<file path="src/rtl/tlb_assoc.sv">
// tlb_assoc: parametrised, fully associative translation lookaside buffer.
//
// Three combinational lookup paths read the registered entry array:
//   port 0 (fetch), port 1 (memory, with permission and upstream-exception
//   handling) and an exact-key read port used by TLB read/write/invalidate
//   instructions. Writes overwrite an existing exact-key mapping in place.
//   If there is no such mapping, they fill the lowest invalid entry. If the
//   array is full, they evict the entry at a round-robin pointer.
//   flush_all clears the whole array in one cycle. flush_pid_req starts a
//   sweep that visits one entry per enabled cycle. The sweep invalidates the
//   non-global entries that belong to the latched PID.
//
// Ports:
//   clk, rst_n       clock, asynchronous active-low reset
//   clk_en           qualifies every state update
//   kmode, pid       current privilege (1 = kernel) and process ID
//   addr0            fetch virtual address
//   addr1            memory virtual address
//   acc1_wr          port-1 access is a store
//   bubble1          port-1 slot is a bubble
//   exc_in           upstream exception for the port-1 instruction
//   read_key         {pid, vpn} key for read/write instructions
//   we               write request
//   wdata_ppn        PPN for the write
//   wdata_perm       {U,X,W,R} for the write
//   wdata_g          global bit for the write
//   flush_all        invalidate the whole array
//   flush_pid_req    request a PID sweep
//   flush_pid        PID to sweep
//   busy             a sweep is in progress
//   exc_out0/1       exception codes for ports 0 and 1
//   addr0/1_out      physical addresses (or a vector address on port 1)
//   read_hit         read_key matches a valid entry
//   read_ppn         PPN of the matching entry (0 on a miss)
module tlb_assoc #(
    parameter int          ENTRIES      = 16,
    parameter int          PID_W        = 12,
    parameter int          VPN_W        = 20,
    parameter int          PPN_W        = 6,
    parameter int          OFF_W        = 12,
    parameter logic [31:0] BYPASS_LIMIT = 32'h30000
) (
    input  logic                   clk,
    input  logic                   rst_n,
    input  logic                   clk_en,
    input  logic                   kmode,
    input  logic [PID_W-1:0]       pid,
    input  logic [31:0]            addr0,
    input  logic [31:0]            addr1,
    input  logic                   acc1_wr,
    input  logic                   bubble1,
    input  logic [7:0]             exc_in,
    input  logic [PID_W+VPN_W-1:0] read_key,
    input  logic                   we,
    input  logic [PPN_W-1:0]       wdata_ppn,
    input  logic [3:0]             wdata_perm,
    input  logic                   wdata_g,
    input  logic                   flush_all,
    input  logic                   flush_pid_req,
    input  logic [PID_W-1:0]       flush_pid,
    output logic                   busy,
    output logic [7:0]             exc_out0,
    output logic [7:0]             exc_out1,
    output logic [PPN_W+OFF_W-1:0] addr0_out,
    output logic [PPN_W+OFF_W-1:0] addr1_out,
    output logic                   read_hit,
    output logic [PPN_W-1:0]       read_ppn
);

    localparam int IDX_W = $clog2(ENTRIES);
    localparam int PA_W  = PPN_W + OFF_W;

    typedef enum logic {IDLE, SWEEP} sweep_state_t;

    // Entry storage; perm is {U,X,W,R}
    logic [ENTRIES-1:0] ent_valid;
    logic [ENTRIES-1:0] ent_g;
    logic [PID_W-1:0]   ent_pid  [ENTRIES];
    logic [VPN_W-1:0]   ent_vpn  [ENTRIES];
    logic [PPN_W-1:0]   ent_ppn  [ENTRIES];
    logic [3:0]         ent_perm [ENTRIES];

    logic [IDX_W-1:0]   rr_ptr;

    sweep_state_t       state, next_state;
    logic [IDX_W-1:0]   sweep_idx;
    logic [PID_W-1:0]   sweep_pid;
    logic               sweep_start;

    logic               hit0, hit1;
    logic [PPN_W-1:0]   ppn0, ppn1;
    logic [3:0]         perm0, perm1;
    logic [IDX_W-1:0]   key_idx;
    logic               inv_found;
    logic [IDX_W-1:0]   inv_idx;
    logic               bypass0, bypass1;
    logic               wr_fire;
    logic [IDX_W-1:0]   wr_idx;

    logic [PID_W-1:0]   key_pid;
    logic [VPN_W-1:0]   key_vpn;

    assign key_pid = read_key[PID_W+VPN_W-1:VPN_W];
    assign key_vpn = read_key[VPN_W-1:0];
    assign busy    = (state == SWEEP);

    // Associative search of all three ports. At most one entry matches any key,
    // so OR-ing the payloads of the matching entries gives the hit entry's payload.
    // The lowest invalid index is also located for the write path.
    always_comb begin
        hit0      = 1'b0;
        hit1      = 1'b0;
        ppn0      = '0;
        ppn1      = '0;
        perm0     = '0;
        perm1     = '0;
        read_hit  = 1'b0;
        read_ppn  = '0;
        key_idx   = '0;
        inv_found = 1'b0;
        inv_idx   = '0;
        for (int i = 0; i < ENTRIES; i++) begin
            if (ent_valid[i] && ent_vpn[i] == addr0[31:OFF_W] &&
                (ent_g[i] || ent_pid[i] == pid)) begin
                hit0  = 1'b1;
                ppn0  = ppn0 | ent_ppn[i];
                perm0 = perm0 | ent_perm[i];
            end
            if (ent_valid[i] && ent_vpn[i] == addr1[31:OFF_W] &&
                (ent_g[i] || ent_pid[i] == pid)) begin
                hit1  = 1'b1;
                ppn1  = ppn1 | ent_ppn[i];
                perm1 = perm1 | ent_perm[i];
            end
            if (ent_valid[i] && ent_pid[i] == key_pid && ent_vpn[i] == key_vpn) begin
                read_hit = 1'b1;
                read_ppn = read_ppn | ent_ppn[i];
                key_idx  = IDX_W'(i);
            end
            if (!ent_valid[i] && !inv_found) begin
                inv_found = 1'b1;
                inv_idx   = IDX_W'(i);
            end
        end
    end

    assign bypass0 = kmode && (addr0 < BYPASS_LIMIT);
    assign bypass1 = kmode && (addr1 < BYPASS_LIMIT);

    // Fetch port: miss, then execute permission, then user permission
    always_comb begin
        exc_out0  = 8'h00;
        addr0_out = '0;
        if (bypass0) begin
            addr0_out = addr0[PA_W-1:0];
        end else if (!hit0) begin
            exc_out0 = kmode ? 8'h83 : 8'h82;
        end else if (!perm0[2]) begin
            exc_out0 = 8'h86;
        end else if (!kmode && !perm0[3]) begin
            exc_out0 = 8'h84;
        end else begin
            addr0_out = {ppn0, addr0[OFF_W-1:0]};
        end
    end

    // Memory port: an upstream exception always wins, and a bubble masks
    // translation faults. Any exception turns the address into a vector.
    always_comb begin
        exc_out1  = 8'h00;
        addr1_out = '0;
        if (exc_in != 8'h00) begin
            exc_out1 = exc_in;
        end else if (bubble1 || bypass1) begin
            exc_out1 = 8'h00;
        end else if (!hit1) begin
            exc_out1 = kmode ? 8'h83 : 8'h82;
        end else if (acc1_wr ? !perm1[1] : !perm1[0]) begin
            exc_out1 = 8'h85;
        end else if (!kmode && !perm1[3]) begin
            exc_out1 = 8'h84;
        end
        if (exc_out1 != 8'h00) begin
            addr1_out = {{(PA_W-10){1'b0}}, exc_out1, 2'b00};
        end else if (bypass1) begin
            addr1_out = addr1[PA_W-1:0];
        end else if (hit1) begin
            addr1_out = {ppn1, addr1[OFF_W-1:0]};
        end
    end

    // Write slot: in-place update, else lowest invalid entry, else round robin
    assign wr_fire = clk_en && we && !busy && !flush_all;
    assign wr_idx  = read_hit ? key_idx : (inv_found ? inv_idx : rr_ptr);

    // Entry array and replacement pointer. A write and a sweep invalidation
    // can never occur in the same cycle, because writes are blocked while busy.
    always_ff @(posedge clk or negedge rst_n) begin
        if (!rst_n) begin
            ent_valid <= '0;
            ent_g     <= '0;
            rr_ptr    <= '0;
            for (int i = 0; i < ENTRIES; i++) begin
                ent_pid[i]  <= '0;
                ent_vpn[i]  <= '0;
                ent_ppn[i]  <= '0;
                ent_perm[i] <= '0;
            end
        end else if (clk_en) begin
            if (flush_all) begin
                ent_valid <= '0;
                rr_ptr    <= '0;
            end else begin
                if (wr_fire) begin
                    ent_valid[wr_idx] <= 1'b1;
                    ent_g[wr_idx]     <= wdata_g;
                    ent_pid[wr_idx]   <= key_pid;
                    ent_vpn[wr_idx]   <= key_vpn;
                    ent_ppn[wr_idx]   <= wdata_ppn;
                    ent_perm[wr_idx]  <= wdata_perm;
                    if (!read_hit && !inv_found) begin
                        rr_ptr <= rr_ptr + IDX_W'(1);
                    end
                end
                if (state == SWEEP && !ent_g[sweep_idx] &&
                    ent_pid[sweep_idx] == sweep_pid) begin
                    ent_valid[sweep_idx] <= 1'b0;
                end
            end
        end
    end

    // Sweep FSM next state. flush_all aborts any sweep and blocks a new one.
    always_comb begin
        next_state  = state;
        sweep_start = 1'b0;
        case (state)
            IDLE: begin
                if (flush_pid_req && !flush_all) begin
                    next_state  = SWEEP;
                    sweep_start = 1'b1;
                end
            end
            SWEEP: begin
                if (sweep_idx == IDX_W'(ENTRIES - 1)) begin
                    next_state = IDLE;
                end
            end
            default: next_state = IDLE;
        endcase
        if (flush_all) begin
            next_state = IDLE;
        end
    end

    // Sweep state, index and latched target PID
    always_ff @(posedge clk or negedge rst_n) begin
        if (!rst_n) begin
            state     <= IDLE;
            sweep_idx <= '0;
            sweep_pid <= '0;
        end else if (clk_en) begin
            state <= next_state;
            if (sweep_start) begin
                sweep_idx <= '0;
                sweep_pid <= flush_pid;
            end else if (state == SWEEP) begin
                sweep_idx <= sweep_idx + IDX_W'(1);
            end
        end
    end

endmodule

</file>
<file path="config.mk">
export PLATFORM = sky130hd
export DESIGN_NAME = tlb_assoc
export DESIGN_NICKNAME = d
export VERILOG_FILES = /design/src/rtl/tlb_assoc.sv
export SDC_FILE = /design/constraint.sdc
export NUM_CORES = 2
export LEC_CHECK = 0
export ABC_CLOCK_PERIOD_IN_PS = 6080
export CORE_MARGIN = 4
export CORE_UTILIZATION = 59
export CTS_BUF_LIST = sky130_fd_sc_hd__clkbuf_8
export DETAILED_ROUTE_END_ITERATION = 10
export HOLD_SLACK_MARGIN = 0.12
export MAX_ROUTING_LAYER = met4
export PLACE_DENSITY = 0.78
export SYNTH_ARGS = -nofsm -noshare
export SYNTH_HDL_FRONTEND = slang
export SYNTH_SLANG_ARGS = --single-unit
</file>
<file path="constraint.sdc">
create_clock -name clk -period 6.08 [get_ports clk]
set_input_delay 1.216 -clock clk [delete_from_list [all_inputs] [get_ports clk]]
set_output_delay 1.216 -clock clk [all_outputs]
set_load 0.02 [all_outputs]
</file>
### Word level (Yosys, flattened, before mapping)

Cells that the tools add are included.
Widths: inputs -> output; s select.

| storage, ports and cells | value |
|---|---|
| flip-flop bits (word level) | 725 |
| bits of input ports | 148 |
| output and inout bits | 60 |

| operators by class | value |
|---|---|
| $add $sub $neg | 2 |
| order comparisons | 9 |
| equality and inequality tests | 82 |
| multiplexer cells | 231 |
| bitwise logic cells | 82 |
| reduce and logical (&&, ||, !) cells | 190 |

Operator list:

| cell | count |
|---|---|
| $eq 20x20->1 | 48 |
| $eq 12x12->1 | 33 |
| $bwmux 320 | 1 |
| $mux 6 | 49 |
| $mux 4 | 68 |
| $or 6x6->6 | 45 |
| $bwmux 192 | 1 |
| $mux 18 | 7 |
| $logic_and 1x1->1 | 125 |
| $or 4x4->4 | 30 |
| $bwmux 96 | 1 |
| $demux 20 s4 | 1 |
| $mux 16 | 5 |
| $mux 1 | 75 |
| $mux 8 | 9 |
| $bwmux 64 | 1 |
| $lt 32x18->1 const B | 2 |
| $bmux 12 s4 | 1 |
| $demux 12 s4 | 1 |
| $logic_not 1->1 | 39 |
| $mux 12 | 3 |
| $demux 6 s4 | 1 |
| $mux 20 | 1 |
| $logic_or 1x1->1 | 17 |
| other kinds (20) | 32 |

### Logic depth before layout (Yosys ltp)

| logic depth | value |
|---|---|
| depth after elaboration | 58 |
| mapped depth | 16 |

### Worst setup path before layout

No wires, ideal clock.

| timing | value |
|---|---|
| path kind | input-to-output |
| start point | input port pid[7] |
| end point | output port addr0_out[10] |
| arrival | 4,964 ps |
| setup slack | -100 ps |
| stages | 12 |
| buffers on the path | 3 |
| cell sequence | clkbuf_1 -> buf_1 -> xnor2_1 -> nand3_1 -> or4_1 -> a211oi_1 -> a22o_1 -> a221oi_1 -> a31oi_1 -> nor2_1 -> clkbuf_1 -> nor2b_1 |

| on the way | value |
|---|---|
| longest elaborated chain between the ends | 40 |

Ends and longest elaborated chain:

| item | RTL line | text |
|---|---|---|
| start, declared | 47 | `input logic [PID_W-1:0] pid,` |
| $eq 12x12->1 | 124 | `(ent_g[i] \|\| ent_pid[i] == pid)) begin` |
| $logic_or 1x1->1 | 124 |  |
| $logic_and 1x1->1 | 123 | `if (ent_valid[i] && ent_vpn[i] == addr0[31:OFF_W] &&` |
| $mux 4 | 123 |  |
| $or 4x4->4 | 127 | `perm0 = perm0 \| ent_perm[i];` |
| $mux 4 | 123 |  |
| $or 4x4->4 | 127 |  |
| $mux 4 | 123 |  |
| [24 not listed] | n/a |  |
| $or 4x4->4 | 127 |  |
| $mux 4 | 123 |  |
| $logic_not 1->1 | 160 | `end else if (!kmode && !perm0[3]) begin` |
| $logic_and 1x1->1 | 160 |  |
| $mux 18 | 160 |  |
| $mux 18 | 158 | `end else if (!perm0[2]) begin` |
| $mux 18 * | 156 | `end else if (!hit0) begin` |
| $mux 18 * | 154 | `if (bypass0) begin` |
| end, declared | 64 | `output logic [PPN_W+OFF_W-1:0] addr0_out,` |

Every way passes the cells marked *; elsewhere a longest branch is shown, timed or not.

### Worst setup path in the final report

| timing | value |
|---|---|
| start point | input port read_key[6] |
| end point | output port read_ppn[4] |

| on the way | value |
|---|---|
| longest elaborated chain between the ends | 33 |

Ends and longest elaborated chain:

| item | RTL line | text |
|---|---|---|
| start, declared | 53 | `input logic [PID_W+VPN_W-1:0] read_key,` |
| $eq 20x20->1 | 135 | `if (ent_valid[i] && ent_pid[i] == key_pid && ent_vpn[i] == key_vpn) begin` |
| $logic_and 1x1->1 | 135 |  |
| $mux 6 | 135 |  |
| $or 6x6->6 | 137 | `read_ppn = read_ppn \| ent_ppn[i];` |
| $mux 6 | 135 |  |
| $or 6x6->6 | 137 |  |
| $mux 6 | 135 |  |
| $or 6x6->6 | 137 |  |
| [17 not listed] | n/a |  |
| $or 6x6->6 | 137 |  |
| $mux 6 | 135 |  |
| $or 6x6->6 | 137 |  |
| $mux 6 | 135 |  |
| $or 6x6->6 | 137 |  |
| $mux 6 | 135 |  |
| $or 6x6->6 | 137 |  |
| $mux 6 * | 135 |  |
| end, declared | 67 | `output logic [PPN_W-1:0] read_ppn` |

Marked as above.

==> results.tsv <==
stage	metric	value	unit
run_status	outcome	complete, but fails checks	
run_status	failing checks	setup timing	
timing	Worst slew margin	0.2982	
detailed_routing	WL/cell	38.80	um
finish	layout cell share with drive strength beyond 1	0.3379	
timing	final slew viol count	0	
timing	final setup violation count	15	
clocking	clock sinks	725	
power	Pwr Density	232.8	mW/mm^2
logic_synthesis	adder-cell area share of the yosys netlist	0.001251	
clocking	cts bufs inserted	133	
clocking	CTS Hold Bufs	0	
worst_setup_path	reg2reg path depth	12	
logic_synthesis	Synth Flop Type	dfrtp_1	
logic_synthesis	largest family of logic cells by synthesized area	XOR/XNOR gates	
die	Starting Density	0.5965	
grt	first-pass GRT wire length	347300	um
die	die width	299.1	um
finish	Fillers	5863	
timing	final hold viol count	0	
clocking	Max H-tree Level	4	
clocking	Worst-Skew Late Latency	0.88	ns
worst_setup_path	Critical Path Sink Type	output pin	
detailed_routing	drt total wl	248400	um
clocking	Clock Tree Buf Depth	3	
logic_synthesis	Post-synth EDFFs	0	
logic_synthesis	complex-gate fraction of the synthesized area	0.05000	
placed_design	detailed placer's ending HPWL	181000	um
grt	vias in the first global route	45847	
logic_synthesis	Post-synth top cells	xor2_1 (917), dfrtp_1 (725), mux2_2 (535)	
die	core area	0.08382	mm^2
die	Die Footprint	0.08947	mm^2
grt	largest net degree at the start of global routing	180	
run	Max Cap Viol	0	
timing	Tcrit/Tclk final	1.017	
placed_design	Placed Instances	6109	
worst_setup_path	Top Family by Delay on Critical Path	buffers and inverters	
die	num rows	106	
logic_synthesis	Synth warnings	0	
logic_synthesis	syn_area_per_cell	11.17	um^2
timing	Slew @ Worst Pin	1.053	ns
grt	overflow left after global routing	0	
worst_setup_path	CP peak stage delay	0.63	ns
power	Worst VDD drop	321.4	uV
detailed_routing	Detailed Routing Iterations Pass 1	10	
clocking	Reg clk slew, reported paths	0.06	ns
worst_setup_path	Max stage delay cell, worst path	clkdlybuf4s50_1	
logic_synthesis	simple-gate share of the synthesized area	0.1127	
worst_setup_path	startpoint types	input pin	
clocking	clock root cell	clkbuf_8	
detailed_routing	Starting DRT DRC Count	6962	
logic_synthesis	Yosys top cell area share	0.3629	
worst_setup_path	CP max FO	13	
detailed_routing	Vias/cell	7.136	
timing	fin crit period	6.181	ns
timing	worst hold slack	0.3259	ns
die	die span in y	299.1	um
placed_design	Port Buffer Count	203	
worst_setup_path	WP data required	4.86	ns
logic_synthesis	Yosys cell types	84	
detailed_routing	Antenna Nets Post-Route	0	
logic_synthesis	Synth Area in XOR/XNOR	0.2370	
finish	final non-filler cell total	6403	
timing	post-route setup slack	-0.1012	ns
timing	skew final	0.04381	ns
worst_setup_path	CP arrival	4.97	ns
worst_setup_path	flop-to-flop setup slack	1.12	ns
hold_path	Hold Path Class	input pin to async pin	
logic_synthesis	post-synthesis sequential area ratio	0.3629	
logic_synthesis	count leader, synth	xor2_1	
logic_synthesis	Async SR Flop Fraction	1.000	
worst_setup_path	r2r startpoint	ent_vpn[289]	
grt	Total GRT Usage	0.5664	
finish	Final Util	0.7376	
placed_design	GPL Wtd Cong	1.159	
logic_synthesis	Syn Std Cell Area	0.05000	mm^2
timing	Max Clock Freq	0.1618	GHz
clocking	CTS tree	built	
timing	RSZ-0062 raised after global routing	yes	
logic_synthesis	mux share of post-synthesis cell area	0.1932	
worst_setup_path	cells along the critical path	buf_2 -> buf_4 -> xnor2_1 -> nand4_1 -> nor4_1 -> and3_1 -> buf_4 -> a221oi_1 -> nand4_1 -> clkdlybuf4s50_1	
logic_synthesis	largest cells by area after synthesis	dfrtp_1 (36%), xor2_1 (16%), mux2_2 (12%), xnor2_1 (7.6%), nor4_1 (4.0%)	
logic_synthesis	leading area contributor after synthesis	dfrtp_1	
worst_setup_path	WP buf/inv	4	
logic_synthesis	synthesized flop and latch total	725	
power	Leakage	29.48	nW
finish	final net count	5311	
die	I/O pins	208	
worst_setup_path	capturing point of the worst reg2reg path	ent_vpn[10]	
worst_setup_path	CP Launch Point	read_key[6]	
logic_synthesis	Cells after Synth	4477	
finish	synthesis-to-layout area growth	23.65	%
detailed_routing	Post-route DRC	0	
grt	initial antenna violation count	15	
worst_setup_path	Crit Path Category	input pin to output pin	
detailed_routing	via count	45695	
## timing repair
item | CTS | global route
endpoints found under the setup margin | 44 | 46
buffers inserted | 12 | 35
pin swaps | 17 | 30
gates cloned | 0 | 1
resized for setup | 128 | 122
## kinds of logic (layout without fill, tap and decap cells)
| group | Yosys count | count (layout) |
|---|---|---|
| AO/OA/AOI/OAI | 310 | 310 |
| XOR/XNOR | 1353 | 1353 |
| adder cells (fa/ha/maj) | 5 | 5 |
| buffers and inverters | 389 | 1162 |
| flip-flops | 725 | 725 |
| multiplexers | 772 | 772 |
| other | 1 | 20 |
| AND/OR/NAND/NOR | 922 | 922 |
## metal layers
| metal | up-vias | global-route usage | share of wire |
|---|---|---|---|
| met5 | - | - | 0 |
| met4 | 0 | 0.4754 | 0.12 |
| met3 | 1688 | 0.2502 | 0.15 |
| met2 | 4250 | 0.7921 | 0.41 |
| met1 | 22157 | 0.6167 | 0.32 |
| li1 | 17600 | - | - |
## worst max-delay path by stage
stage,end,slack (ns),cells past startpoint
after CTS,addr1_out[9],-0.03,17
final,read_ppn[4],-0.10,10
after global routing,addr1_out[9],-0.02,16
after floorplan,addr0_out[10],0.008,13
after global placement,addr1_out[9],-1.01,16
after detailed placement,addr1_out[9],-1.03,16
## state kept, by name (all words and copies together), names as in the netlist
signal	count
busy	1
ent_g	16
ent_perm	64
ent_pid	192
ent_ppn	96
ent_valid	16
ent_vpn	320
rr_ptr	4
sweep_idx	4
sweep_pid	12
## through the flow
stage / power [mW] / instance area [um^2] / setup TNS (ns) / setup WS, ns
after floorplan: 7.582 / 50040 / 0 / 0.007651
after global placement: 9.123 / 58110 / -33.02 / -1.012
after detailed placement: 9.174 / 58110 / -33.96 / -1.031
after CTS: 14.07 / 61260 / -0.03327 / -0.03327
after global routing: 14.65 / 61810 / -0.06940 / -0.02275
final: 14.39 / 61820 / -0.5523 / -0.1012
## placed cells by master (no fill, tap or decap), types with 16 or more instances in the layout
master and n:
xor2_1 904, dfrtp_1 723, buf_4 551, mux2_2 535
xnor2_1 434, nor4_1 286, clkbuf_8 169, nand4_1 162
buf_12 147, clkdlybuf4s50_1 112, nand2_1 103, mux2_1 100
nand3_1 85, a22o_1 67, mux4_2 65, mux2_4 65
inv_1 61, a221oi_1 60, nor3_1 58, a22oi_1 46
buf_2 40, nor4_2 39, o21ai_0 27, nor2_1 24
clkbuf_2 24, nand2b_1 18, diode_2 16
## final cells by class
type	count	area [um^2]	area share
Antenna cell	16	40.04	0.0006476
Sequential cell	725	18150	0.2935
Timing Repair Buffer	906	8876	0.1436
Clock inverter	61	394.1	0.006375
Clock buffer	169	2326	0.03762
Inverter	26	97.59	0.001579
Multi-Input combinational cell	3366	30520	0.4937
Tap cell	1134	1419	0.02295
## report_power, final
part	switching [mW]	internal, mW	total (mW)
clock network	2.31	2.66	4.98
logic	1.92	1.59	3.51
registers	0.782	5.13	5.91
(Power assumes the default switching activity.)
